--- config.mk ---
export PLATFORM = sky130hd
export DESIGN_NAME = sum_accumulator
export DESIGN_NICKNAME = d
export VERILOG_FILES = /design/src/rtl/sum_acc_pkg.sv /design/src/rtl/sum_accumulator.sv
export SDC_FILE = /design/constraint.sdc
export NUM_CORES = 1
export LEC_CHECK = 0
export ABC_AREA = 1
export CORE_MARGIN = 2
export CORE_UTILIZATION = 50
export CTS_CLUSTER_DIAMETER = 30
export CTS_CLUSTER_SIZE = 24
export DETAILED_ROUTE_END_ITERATION = 8
export PLACE_DENSITY_LB_ADDON = 0.05
export RECOVER_POWER = 50
export SLEW_MARGIN = 20
export SYNTH_ARGS = -nofsm -noshare
export SYNTH_HDL_FRONTEND = slang
export SYNTH_SLANG_ARGS = --single-unit
--- constraint.sdc ---
create_clock -name i_clk -period 2.06 [get_ports i_clk]
set_input_delay 0.515 -clock i_clk [delete_from_list [all_inputs] [get_ports i_clk]]
set_output_delay 0.515 -clock i_clk [all_outputs]
set_load 0.03 [all_outputs]
--- src/rtl/sum_acc_pkg.sv ---
// Shared types and sizing helpers for the sum accumulator.
package sum_acc_pkg;

    typedef enum logic [1:0] {
        IDLE  = 2'd0,
        ACCUM = 2'd1,
        HOLD  = 2'd2
    } state_e;

    // Total width: one sum is width+1 bits, a group of count adds log2(count) bits.
    function automatic int acc_width(input int width, input int count);
        return width + 1 + $clog2(count);
    endfunction

endpackage

--- src/rtl/sum_accumulator.sv ---
// Sums groups of COUNT accepted adder samples, presents total and mean; result one cycle after the last accept.
// Backpressure: result holds while i_ready is low, and o_sum_ready stays low until the result is handed off.
module sum_accumulator
    import sum_acc_pkg::*;
#(
    parameter int WIDTH = 8,
    parameter int COUNT = 4,
    localparam int ACC_W = acc_width(WIDTH, COUNT),
    localparam int CNT_W = $clog2(COUNT)
) (
    input  logic             i_clk,
    input  logic             i_rst_n,
    input  logic [WIDTH:0]   i_sum,
    input  logic             i_sum_valid,
    output logic             o_sum_ready,
    input  logic             i_clear,
    output logic [ACC_W-1:0] o_total,
    output logic [WIDTH:0]   o_mean,
    output logic             o_valid,
    input  logic             i_ready,
    output logic [CNT_W-1:0] o_cnt
);

    if (COUNT < 2 || (COUNT & (COUNT - 1)) != 0) begin : g_bad_count
        $error("sum_accumulator: COUNT must be a power of two and at least 2");
    end

    state_e             state_q, state_d;
    logic [ACC_W-1:0]   acc_q, acc_d;
    logic [CNT_W-1:0]   cnt_q, cnt_d;
    logic [ACC_W-1:0]   total_q, total_d;
    logic [WIDTH:0]     mean_q, mean_d;
    logic               valid_q, valid_d;

    logic               accept;
    logic [ACC_W-1:0]   acc_next;

    assign o_sum_ready = (state_q == ACCUM);
    assign accept      = i_sum_valid & o_sum_ready;
    assign acc_next    = acc_q + ACC_W'(i_sum);

    always_comb begin
        state_d = state_q;
        acc_d   = acc_q;
        cnt_d   = cnt_q;
        total_d = total_q;
        mean_d  = mean_q;
        valid_d = valid_q;

        case (state_q)
            IDLE: state_d = ACCUM;
            ACCUM: begin
                if (accept) begin
                    if (cnt_q == CNT_W'(COUNT - 1)) begin
                        total_d = acc_next;
                        // Dividing by a power of two is just dropping the low count bits.
                        mean_d  = acc_next[ACC_W-1:CNT_W];
                        valid_d = 1'b1;
                        acc_d   = '0;
                        cnt_d   = '0;
                        state_d = HOLD;
                    end else begin
                        acc_d = acc_next;
                        cnt_d = cnt_q + CNT_W'(1);
                    end
                end
            end
            HOLD: begin
                if (valid_q && i_ready) begin
                    valid_d = 1'b0;
                    state_d = ACCUM;
                end
            end
            default: state_d = IDLE;
        endcase

        // Clear wins over accept and handoff; the last published total/mean survive it.
        if (i_clear && state_q != IDLE) begin
            acc_d   = '0;
            cnt_d   = '0;
            valid_d = 1'b0;
            total_d = total_q;
            mean_d  = mean_q;
            state_d = ACCUM;
        end
    end

    always_ff @(posedge i_clk or negedge i_rst_n) begin
        if (!i_rst_n) begin
            state_q <= IDLE;
            acc_q   <= '0;
            cnt_q   <= '0;
            total_q <= '0;
            mean_q  <= '0;
            valid_q <= 1'b0;
        end else begin
            state_q <= state_d;
            acc_q   <= acc_d;
            cnt_q   <= cnt_d;
            total_q <= total_d;
            mean_q  <= mean_d;
            valid_q <= valid_d;
        end
    end

    assign o_total = total_q;
    assign o_mean  = mean_q;
    assign o_valid = valid_q;
    assign o_cnt   = cnt_q;

endmodule

==> results.json <==
{
  "status": "complete, no violations",
  "post_cts_buffers": 0,
  "clockPowerShare": 0.095,
  "dp_hpwl_mm": 2.74,
  "die_area_um2": 3940,
  "ys_warn_count": 0,
  "finClkSkew_ns": 0.00258,
  "gp_congestion": 0.865,
  "synthCells": 224,
  "p_sw_mw": 1.12,
  "fp.dieH_um": 62.7,
  "power_density_nw_per_um2": 1160,
  "ff2ff_path_depth": 7,
  "numPortBuffers": 37,
  "clock_sinks": 27,
  "critPathMaxFanout": 3,
  "slew_viol_final": 0,
  "path_cells": "clkdlybuf4s50_1",
  "insertion_delay_ns": 0.33,
  "wl_per_cell_um": 11.5,
  "grtUsageTotal": 0.203,
  "layout-drive-gt1-share": 0.0989,
  "core_area_um2": 3340,
  "end_kind": "primary output",
  "cts.clk_slew.worst_paths_ns": 0.14,
  "cts_buffers": 3,
  "timing.final.crit_share": 0.952,
  "tritoncts": "built",
  "drc": 0,
  "multi_input_area_um2": 858,
  "switching_share": 0.457,
  "max_slew_margin": 0.543,
  "crit_slowest_cell": "clkdlybuf4s50_1",
  "h-tree-depth": 1,
  "grt-ovfl-total": 0,
  "slowest_delay_ns": 0.69,
  "hold_class": "reg -> reg",
  "share_seq_of_total_power": 0.324,
  "drt_iter0_markers": 46,
  "grt_pass1_wl_mm": 6.40,
  "final_hold_viol_count": 0,
  "worst_setup_path_start_kind": "register",
  "setup_slack_ns": 0.0997,
  "internal-power_mw": 1.33,
  "min_path_cells": 2,
  "pre_cts_ws_ns": -0.230,
  "ios": 38,
  "cts_root_buf": "clkbuf_4",
  "wl_mm": 3.55,
  "finalPower_mw": 2.46,
  "leakage_nw": 1.13,
  "path_buf_inv": 1,
  "crit_required_ns": 1.54,
  "avgSynthCellArea_um2": 7.70,
  "synthesis.nets": 249,
  "layout_commonest_cell": "nand2_1",
  "final_cell_mix": "nand2_1 (89), clkdlybuf4s50_1 (34), dfrtp_1 (27), nand3_1 (23), inv_1 (17)",
  "setup_violations": 0,
  "pwr-share-comb": 0.581,
  "antenna_found_initial": 0,
  "maxCapViolCount": 0,
  "n_antenna_cell": 0,
  "cp_data_arrival_time_ns": 1.45,
  "period_needed_ns": 1.96,
  "clock_path_buffers": 2,
  "ys_types": 23,
  "dr.pass1.iters": 4,
  "seqCellArea_um2": 676,
  "max_freq_mhz": 510,
  "dieWidth_um": 62.7,
  "critical_path_class": "reg -> out",
  "tightest_slew_ns": 0.685,
  "rows": 21,
  "vias": 1494,
  "yosys_register_bits": 27,
  "syn_area_um2": 1730,
  "ir_drop_v": 0.000631,
  "ctsHoldBuffers": 0,
  "path_delay_family": "buffers and inverters",
  "drtAntennaViolNets": 0,
  "grt_max_degree": 28,
  "rsz0062_at_grt": "false",
  "fillers": 341,
  "grt_pass1_vias": 1441,
  "ctsResizeCount": 1,
  "cp_num_cells": 1,
  "ys_seq_area_frac": 0.392,
  "area_delta_synth_final_pct": 23.2,
  "avgViaCountPerCell": 4.83,
  "nets": 289,
  "initial_utilization": 0.517
}
==> cell type report <==
| type | count | share of cell area |
|---|---|---|
| multi-input combinational | 166 | 0.404 |
| sequential | 27 | 0.318 |
| timing repair buffer | 46 | 0.203 |
| inverter | 20 | 0.0353 |
| tap | 46 | 0.0271 |
| clock buffer | 3 | 0.0106 |
| clock inverter | 1 | 0.00235 |
==> synth_stat cells, drive strengths merged <==
library cell   n  area, um^2
nand4          3        18.8
buf           11        90.1
a21boi         1        7.51
fa             1        20.0
inv           20        75.1
a21oi          4        27.5
nand2         92         353
nand3b         4        30.0
nand3         23         128
nor2          13        66.3
xor2           3        26.3
o21ai         12        82.6
dfrtp         27         676
ha            10         125
==> cell families (layout without fill, tap and decap cells) <==
family                   after synthesis  in the layout  synth area share
adder cells (fa/ha/maj)               11             11            0.0841
AND/OR/NAND/NOR                      135            135             0.345
flip-flops                            27             27             0.392
XOR/XNOR                               3              3            0.0152
buffers and inverters                 31             70            0.0957
AO/OA/AOI/OAI                         17             17            0.0682
==> sequential cells by signal, indices dropped and copies added, names as in the netlist <==
name / cells
state_q: 2
o_cnt: 2
acc_q: 11
o_valid: 1
o_total: 11
==> stage by stage <==
stage	std cells	hold WS (ns)	instance area [um^2]	setup TNS, ns	utilization
after floorplan	224	0.219	1730	0	-
after global placement	305	0.471	2130	-1.61	0.639
after detailed placement	305	0.473	2130	-2.05	0.639
after CTS	309	0.509	2160	0	0.646
after global routing	309	0.534	2130	0	0.637
final	309	0.505	2130	0	0.637
==> metal layers <==
layer | track usage | wire (um) | up-vias
met3 | 0.0216 | 137 | 6
met5 | 0 | 0 | -
li1 | - | - | 798
met2 | 0.333 | 1600 | 32
met4 | 0.0611 | 57 | 0
met1 | 0.285 | 1760 | 658
==> path summary, 6_finish.rpt <==
path	start	endpoint	slack, ns
worst max-delay path	o_total[6]	o_total[6]	0.1
worst min-delay path	acc_q[7]	acc_q[7]	0.51
worst max register to register	acc_q[0]	o_total[4]	0.32
worst min register to register	acc_q[7]	acc_q[7]	0.51
max in group asynchronous	i_rst_n	acc_q[10]	0.90
min in group asynchronous	i_rst_n	o_total[6]	0.73
==> power by group through the flow <==
stage | Clock [mW] | Sequential (mW) | Combinational (mW)
2_1_floorplan | 0 | 0.974 | 0.846
3_3_place_gp | 0 | 0.811 | 1.44
3_5_place_dp | 0 | 0.814 | 1.45
4_1_cts | 0.242 | 0.802 | 1.46
5_1_grt | 0.263 | 0.824 | 1.57
6_report | 0.234 | 0.796 | 1.43
Note: power is estimated with default switching activity, not from simulation.
